--- config.mk ---
export PLATFORM = sky130hd
export DESIGN_NAME = interrupt_controller
export DESIGN_NICKNAME = d
export VERILOG_FILES = /design/src/rtl/irq_pkg.sv /design/src/rtl/irq_sync_edge.sv /design/src/rtl/interrupt_controller.sv
export SDC_FILE = /design/constraint.sdc
export NUM_CORES = 1
export LEC_CHECK = 0
export BUFFER_PORTS_ARGS = -buffer_cell sky130_fd_sc_hd__buf_2
export CAP_MARGIN = 30
export CORE_ASPECT_RATIO = 1.25
export CORE_MARGIN = 1
export CORE_UTILIZATION = 38
export DETAILED_ROUTE_END_ITERATION = 10
export GPL_ROUTABILITY_DRIVEN = 0
export SYNTH_ARGS = -nofsm -noshare
export SYNTH_HDL_FRONTEND = slang
export SYNTH_SLANG_ARGS = --single-unit
--- constraint.sdc ---
create_clock -name clk -period 2.4 [get_ports clk]
set_input_delay 0.12 -clock clk [delete_from_list [all_inputs] [get_ports clk]]
set_output_delay 0.12 -clock clk [all_outputs]
set_load 0.02 [all_outputs]
--- src/rtl/irq_pkg.sv ---
// Shared types and helpers for the interrupt controller: FSM state encoding
// and the fixed-priority (lowest index wins) encoder.
package irq_pkg;

  typedef enum logic [1:0] {
    IDLE    = 2'd0,
    REQUEST = 2'd1,
    SERVICE = 2'd2
  } irq_state_e;

  localparam int MAX_IRQ = 32;

  // Returns the lowest set index of vec; 0 when vec is empty (callers gate with |vec).
  function automatic logic [4:0] prio_enc(input logic [MAX_IRQ-1:0] vec);
    logic [4:0] idx;
    idx = '0;
    for (int i = MAX_IRQ - 1; i >= 0; i--) begin
      if (vec[i]) idx = 5'(i);
    end
    return idx;
  endfunction

endpackage

--- src/rtl/irq_sync_edge.sv ---
// Per-line multi-flop synchroniser with registered rising-edge detect.
module irq_sync_edge #(
  parameter int STAGES = 3
) (
  input  logic clk,
  input  logic rst,
  input  logic async_in,
  output logic sync_out,
  output logic rise
);

  logic [STAGES-1:0] sync_sr;
  logic              prev;

  always_ff @(posedge clk or posedge rst) begin
    if (rst) begin
      sync_sr <= '0;
      prev    <= 1'b0;
    end else begin
      sync_sr <= {sync_sr[STAGES-2:0], async_in};
      prev    <= sync_sr[STAGES-1];
    end
  end

  assign sync_out = sync_sr[STAGES-1];
  assign rise     = sync_out & ~prev;

endmodule

--- src/rtl/interrupt_controller.sv ---
// NUM_IRQ-line interrupt controller: sync, pending latch, mask, fixed priority,
// request/ack/reti handshake. Optional level-trigger mode: IRQ_LEVEL_TRIG_EN.
module interrupt_controller
  import irq_pkg::*;
#(
  parameter int NUM_IRQ     = 8,
  parameter int SYNC_STAGES = 3,
  parameter int ID_WIDTH    = 8
) (
  input  logic                clk,
  input  logic                reset,
  input  logic [NUM_IRQ-1:0]  irq_in,
`ifdef IRQ_LEVEL_TRIG_EN
  input  logic                trig_we,
  input  logic [NUM_IRQ-1:0]  trig_d,
`endif
  input  logic                mask_we,
  input  logic [NUM_IRQ-1:0]  mask_d,
  input  logic                irq_ack,
  input  logic                reti,
  output logic                irq_req,
  output logic [ID_WIDTH-1:0] irq_id,
  output logic                in_service,
  output logic [ID_WIDTH-1:0] in_service_id,
  output logic [NUM_IRQ-1:0]  pending,
  output logic [NUM_IRQ-1:0]  mask
);

  localparam int ID_W_MIN = $clog2(NUM_IRQ);

  if (NUM_IRQ < 1 || NUM_IRQ > MAX_IRQ || ID_WIDTH < ID_W_MIN || SYNC_STAGES < 2) begin : g_bad_cfg
    $error("interrupt_controller: illegal NUM_IRQ/ID_WIDTH/SYNC_STAGES combination");
  end

  // Handshake: irq_req is held with a frozen irq_id until a one-cycle irq_ack;
  // in_service is held until a one-cycle reti. Pulses in other states are ignored.

  logic [NUM_IRQ-1:0] sync_lvl;
  logic [NUM_IRQ-1:0] rise;
  logic [NUM_IRQ-1:0] level_mode;
  logic [NUM_IRQ-1:0] ack_clr;
  logic [NUM_IRQ-1:0] pending_d;
  logic [MAX_IRQ-1:0] req_vec;
  logic [4:0]         winner;
  logic               req_any;
  irq_state_e         state_q, state_d;
  logic               load_id;
  logic               take_ack;

  for (genvar i = 0; i < NUM_IRQ; i++) begin : g_line
    irq_sync_edge #(.STAGES(SYNC_STAGES)) u_sync (
      .clk      (clk),
      .rst      (reset),
      .async_in (irq_in[i]),
      .sync_out (sync_lvl[i]),
      .rise     (rise[i])
    );
  end

`ifdef IRQ_LEVEL_TRIG_EN
  logic [NUM_IRQ-1:0] trig_level;

  always_ff @(posedge clk or posedge reset) begin
    if (reset)        trig_level <= '0;
    else if (trig_we) trig_level <= trig_d;
  end

  assign level_mode = trig_level;
`else
  assign level_mode = '0;
`endif

  assign req_vec = MAX_IRQ'(pending & mask);
  assign winner  = prio_enc(req_vec);
  assign req_any = |req_vec;
  assign ack_clr = take_ack ? (NUM_IRQ'(1) << irq_id) : '0;

  // A new edge in the same cycle as the ack clear wins, so that event survives.
  assign pending_d = (level_mode & sync_lvl) |
                     (~level_mode & ((pending & ~ack_clr) | rise));

  always_ff @(posedge clk or posedge reset) begin
    if (reset) begin
      pending <= '0;
      mask    <= '1;
    end else begin
      pending <= pending_d;
      if (mask_we) mask <= mask_d;
    end
  end

  always_ff @(posedge clk or posedge reset) begin
    if (reset) state_q <= IDLE;
    else       state_q <= state_d;
  end

  always_comb begin
    state_d  = state_q;
    load_id  = 1'b0;
    take_ack = 1'b0;
    case (state_q)
      IDLE: begin
        if (req_any) begin
          state_d = REQUEST;
          load_id = 1'b1;
        end
      end
      REQUEST: begin
        if (irq_ack) begin
          state_d  = SERVICE;
          take_ack = 1'b1;
        end
      end
      SERVICE: begin
        if (reti) state_d = IDLE;
      end
      default: state_d = IDLE;
    endcase
  end

  always_ff @(posedge clk or posedge reset) begin
    if (reset) begin
      irq_id        <= '0;
      in_service_id <= '0;
    end else begin
      if (load_id)  irq_id        <= ID_WIDTH'(winner);
      if (take_ack) in_service_id <= irq_id;
    end
  end

  assign irq_req    = (state_q == REQUEST);
  assign in_service = (state_q == SERVICE);

endmodule
Word-level counts from Yosys, hierarchy flattened
Cells that the tools add are included.
{"block": "classes", "eq_ne": 5, "bitwise_logic": 20, "n_mux": 41, "div_mod_pow": 0, "add_sub_neg": 0, "n_mul": 0, "n_reduce_logical": 3, "shifts": 1, "order_cmp": 0}
{"op": "$mux W5", "n": 32}
{"op": "$reduce_or A32 Y1", "n": 1}
{"op": "$and A8 B8 Y8", "n": 2}
{"op": "$and A1 B1 Y1", "n": 8}
{"op": "$mux W8", "n": 1}
{"op": "$not A1 Y1", "n": 8}
{"op": "$not A8 Y8", "n": 1}
{"op": "$or A8 B8 Y8", "n": 1}
{"op": "$shl A1 B5 Y8 const A", "n": 1}
{"op": "$mux W2", "n": 3}
{"op": "$ne A2 B2 Y1 const B", "n": 3}
{"op": "$pmux W2 S3", "n": 1}
{"op": "$mux W1", "n": 4}
{"op": "$reduce_and A3 Y1", "n": 1}
{"op": "$eq A2 B1 Y1 const B", "n": 1}
{"op": "$eq A2 B2 Y1 const B", "n": 1}
{"op": "$logic_not A2 Y1", "n": 1}
{"block": "word_totals", "reg_bits": 60, "output_inout_bits": 34, "ram_bits": 0, "memories": 0, "latch_bits": 0, "wordCells": 91, "mem_bits_ro": 0, "in_bits": 21}

Longest topological paths before layout
{"block": "depth", "ltp_word": 32, "depth_mapped": 4, "depth_no_buf": 4}

Hierarchy
A second synthesis with hierarchy kept.
{"block": "hier_totals", "cells_unflattened": 150, "area_unflattened_um2": 2078.2}
{"mod": "interrupt_controller", "instances": 1, "seq_area_each_um2": 610.6, "area_per_inst_um2": 1137.3, "cells_per_inst": 102}
{"mod": "irq_sync_edge", "instances": 8, "seq_area_each_um2": 100.1, "area_per_inst_um2": 117.6, "cells_per_inst": 6}

Worst setup path before layout
No wires, ideal clock.
{"block": "synth_path", "path_type": "reg-to-reg", "start": "reg mask[6]", "end": "reg irq_id[0]", "synth_period_minus_slack_ns": 1.281, "slack_ns": 1.119, "setup_time_ns": 0.140, "t_required_ns": 2.260, "t_arrival_ns": 1.140, "path_stages_with_launch": 5, "cell_sequence": "dfstp_2 > nand2_1 > a32o_1 > a22oi_1 > a31oi_1"}
{"block": "synth_between", "elab_chain_cells": 8}
{"element": "start: declaration", "line_no": "interrupt_controller.sv:26", "rtl": "output logic [NUM_IRQ-1:0] mask"}
{"element": "start signal: assignment", "line_no": "interrupt_controller.sv:88", "rtl": "if (mask_we) mask <= mask_d;"}
{"element": "$and A8 B8 Y8 (*)", "line_no": "interrupt_controller.sv:73", "rtl": "assign req_vec = MAX_IRQ'(pending & mask);"}
{"element": "$mux W5 (7 in a row)", "line_no": "irq_pkg.sv:18", "rtl": "if (vec[i]) idx = 5'(i);"}
{"element": "end signal: assignment", "line_no": "interrupt_controller.sv:126", "rtl": "if (load_id) irq_id <= ID_WIDTH'(winner);"}
{"element": "end: declaration", "line_no": "interrupt_controller.sv:22", "rtl": "output logic [ID_WIDTH-1:0] irq_id,"}
Mark *: on every way between the ends. The rest lies on a longest branch, timed or not.
A chain may end at the register's enable or synchronous reset.

Worst setup path in the final report
{"block": "layout_path", "start": "reg state_q[1]", "end": "reg pending[2]"}
{"block": "layout_between", "elab_chain_cells": 6}
{"element": "start: declaration", "line_no": "interrupt_controller.sv:46", "rtl": "irq_state_e state_q, state_d;"}
{"element": "start signal: assignment", "line_no": "interrupt_controller.sv:94", "rtl": "else state_q <= state_d;"}
{"element": "$eq A2 B1 Y1", "line_no": "interrupt_controller.sv:101", "rtl": "case (state_q)"}
{"element": "$mux W1", "line_no": "interrupt_controller.sv:101"}
{"element": "$mux W8", "line_no": "interrupt_controller.sv:76", "rtl": "assign ack_clr = take_ack ? (NUM_IRQ'(1) << irq_id) : '0;"}
{"element": "$not A8 Y8", "line_no": "interrupt_controller.sv:80", "rtl": "(~level_mode & ((pending & ~ack_clr) | rise));"}
{"element": "$and A8 B8 Y8", "line_no": "interrupt_controller.sv:80"}
{"element": "$or A8 B8 Y8", "line_no": "interrupt_controller.sv:80"}
{"element": "net pending_d[2]", "line_no": "interrupt_controller.sv:42", "rtl": "logic [NUM_IRQ-1:0] pending_d;"}
{"element": "end signal: assignment", "line_no": "interrupt_controller.sv:87", "rtl": "pending <= pending_d;"}
{"element": "end: declaration", "line_no": "interrupt_controller.sv:25", "rtl": "output logic [NUM_IRQ-1:0] pending,"}
The timed path passes the listed nets, and every way through them passes these cells.

==> results.sh <==
export IMPL_ys_ff_latch=56
export IMPL_final_area_sq_um=2460
export IMPL_rrSetupSlack_ns=1.08
export IMPL_clk_path_buf_depth=2
export IMPL_rsz0062_at_grt="no"
export IMPL_via_per_inst=4.70
export IMPL_cp_arrival_ns=1.51
export IMPL_die_h_um=82.7
export IMPL_drt_initial_drc_count=76
export IMPL_cts_sinks=56
export IMPL_clk_latency_ns=0.30
export IMPL_drive_above_1_share_pct=37.6
export IMPL_syn_avg_cell_area_sq_um=14.0
export IMPL_synthCells=141
export IMPL_worstSetupStartpoint="state_q[1]"
export IMPL_dieArea_sq_um=5510
export IMPL_area_growth_pct=24.4
export IMPL_rows=29
export IMPL_switching_share_pct=34.0
export IMPL_max_cap_violations=0
export IMPL_p_total_mw=2.56
export IMPL_reg2reg_to="pending[2]"
export IMPL_timing_final_crit_period_ns=1.32
export IMPL_yosys_area_top_type="dfrtp_1"
export IMPL_drc_errors=0
export IMPL_yosysWarnings=0
export IMPL_synthFlopType="dfrtp_1"
export IMPL_cp_depth=4
export IMPL_start_kind="register"
export IMPL_reg2reg_depth=4
export IMPL_setup_worst_path_end_class="register"
export IMPL_die_x_um=66.6
export IMPL_core_region_area_sq_um=5040
export IMPL_antenna_found_initial=0
export IMPL_yosysSeqAreaShare_pct=71.3
export IMPL_critPathSlowestCell="dfrtp_1"
export IMPL_antenna_cells=0
export IMPL_cts_root_buf="clkbuf_8"
export IMPL_wirelength_mm=3.46
export IMPL_max_slew_margin_pct=50.5
export IMPL_avgRoutedWirePerCell_um=13.1
export IMPL_post_route_period_util_pct=55.1
export IMPL_synth_top_area_share_pct=60.6
export IMPL_worstHoldPathType="in -> reg"
export IMPL_hold_viol=0
export IMPL_p_int_mw=1.69
export IMPL_worstPathRequired_ns=2.59
export IMPL_cts_tree="yes"
export IMPL_status="finished, final reports clean"
export IMPL_synth_cells_most_frequent="dfrtp_1, o21ai_0, inv_1, buf_4, mux2_2"
export IMPL_cts_resized=0
export IMPL_first_pass_iters=4
export IMPL_clock_fmax_ghz=0.756
export IMPL_combPwrFrac_pct=26.1
export IMPL_syn_area_sq_um=1980
export IMPL_worst_ir_drop_vdd_mv=0.434
export IMPL_post_dp_cell_area_sq_um=2250
export IMPL_path_common_cell="o21ai_0"
export IMPL_leakagePower_nw=1.14
export IMPL_drtAntennaViolNets=0
export IMPL_synth_area_leaders="dfrtp_1, dfstp_2, mux2_2"
export IMPL_dp_cells=246
export IMPL_clock_power_share_pct=23.7
export IMPL_max_stage_delay_ns=0.44
export IMPL_numCtsBuffers=5
export IMPL_critPathBufInv=0
export IMPL_overflow=0
export IMPL_endpoint="pending[2]"
export IMPL_setup_viol=0
export IMPL_grt_usage_pct=13.6
export IMPL_cp_top_family="simple AND/OR/NAND/NOR gates"
export IMPL_num_vias=1242
export IMPL_holdPathStages=2
export IMPL_seq_power_share_pct=50.2
export IMPL_synth_most_common_cell="dfrtp_1"
export IMPL_multi_input_area_sq_um=482
export IMPL_grt_start_max_net_pins=36
export IMPL_fin_cells=264
export IMPL_finalClockSkew_ns=0.0115
export IMPL_tns_ns=0
export IMPL_crit_fanout=5
export IMPL_worstPathCellList="nand3b_4 > or2_4 > o21ai_0 > o21ai_0"
export IMPL_clk_pin_slew_ns=0.10
export IMPL_pin_count=55
export IMPL_grt_pass1_vias=1247
export IMPL_synth_cell_type_count=26
export IMPL_start_util_pct=39.3
export IMPL_fill_cells=458
export IMPL_seqCellArea_sq_um=1410
export IMPL_nets=222
export IMPL_drv_slew=0
export IMPL_regToRegStartpoint="state_q[1]"
export IMPL_port_buffers=44
export IMPL_power_density_nw_per_um2=1040
export IMPL_cts_htree_levels=2
export IMPL_path_class="reg -> reg"
export IMPL_synth_edff_count=0
export IMPL_worstMarginPinSlew_ns=0.741
export IMPL_switchingPower_mw=0.868
export IMPL_dpl_hpwl_mm=2.52
export IMPL_cts_setup_buffers=0
export IMPL_ys_async_sr_fraction_pct=100
export IMPL_grt_pass1_wl_mm=5.42
==> area by class of cell <==
cell class | instances | share of cell area, %
flip-flops and latches | 56 | 57.3
multi-input cells | 72 | 19.6
repair buffers | 55 | 13.8
well taps | 62 | 3.15
clock buffers | 6 | 2.95
inverters | 11 | 1.68
clock inverters | 2 | 1.57
==> power by group through the flow <==
stage	Combinational [mW]	Sequential, mW	Clock, mW
global route	0.736	1.31	0.661
CTS	0.675	1.28	0.625
floorplan	0.332	1.39	0
global placement	0.649	1.28	0
finish	0.666	1.28	0.607
detailed placement	0.662	1.30	0
==> state kept, by name, indices dropped and copies added, names as in the netlist <==
register and count:
g_line.u_sync.prev 8, g_line.u_sync.sync_sr 24, in_service_id 3, irq_id 3, mask 8, pending 8
state_q 2
==> worst min path at each step <==
stage              start                          end
5_1_grt        mask_d[7]                      mask[7]
6_report       mask_d[3]                      mask[3]
3_3_place_gp   irq_in[4]  g_line[4].u_sync.sync_sr[0]
2_1_floorplan  irq_in[0]  g_line[0].u_sync.sync_sr[0]
4_1_cts             reti                   state_q[1]
3_5_place_dp   irq_in[6]  g_line[6].u_sync.sync_sr[0]
==> stage by stage <==
stage / hold WS, ns / setup WS, ns / utilization [%]
after floorplan: 0.151 / 0.922 / -
after global placement: 0.227 / 1.15 / 44.7
after detailed placement: 0.230 / 1.07 / 44.7
after CTS: 0.00400 / 1.06 / 48.6
after global routing: 0.0277 / 0.948 / 48.8
final: 0.0386 / 1.08 / 48.8
==> worst reg2reg max path, cell delays in order (launching register included) <==
cell and delay, ns:
dfrtp_1 0.44, nand3b_4 0.21, or2_4 0.27, o21ai_0 0.19, o21ai_0 0.11
==> cells in the final DEF (no fill, tap or decap) <==
master          n
conb_1         10
a222oi_1        1
clkbuf_8        5
a22oi_1         5
nand3_2         1
and2b_1         1
or2_4           1
bufinv_16       1
dfstp_2         8
nand3b_4        1
inv_2           1
clkbuf_1        1
o31ai_4         1
a31oi_1         1
nand2_1         9
inv_1          10
a32o_1          2
mux2_2         10
dfrtp_1        48
a211oi_1        1
buf_2          44
o21ai_1         3
nand2b_1        3
buf_12          1
o21ai_0        12
inv_6           1
a21oi_1         5
o31ai_1         1
o21ai_2         1
dlygate4sd3_1  10
nand4_1         1
nor2_1          2
==> what timing repair did <==
| item | 4_1_cts | 5_1_grt |
|---|---|---|
| endpoints found under the hold margin | 38 | 1 |
| hold buffers | 9 | 1 |
| endpoints found under the setup margin | 0 | 0 |
==> metal layers <==
| metal | up-vias | wire length [um] | global-route usage (%) |
|---|---|---|---|
| met1 | 614 | 1310 | 13.7 |
| met4 | 0 | 51 | 5.53 |
| li1 | 577 | - | - |
| met5 | - | 0 | 0 |
| met3 | 7 | 185 | 4.26 |
| met2 | 44 | 1910 | 25.7 |
==> kinds of logic after synthesis <==
logic type      Yosys count  synth area share (%)
simple gates             19                  5.69
buf+inv                  22                  6.13
other cells               1                 0.189
mux                      10                  5.69
flops                    56                  71.3
compound gates           33                  11.1
Power figures use the tool's default switching activity.
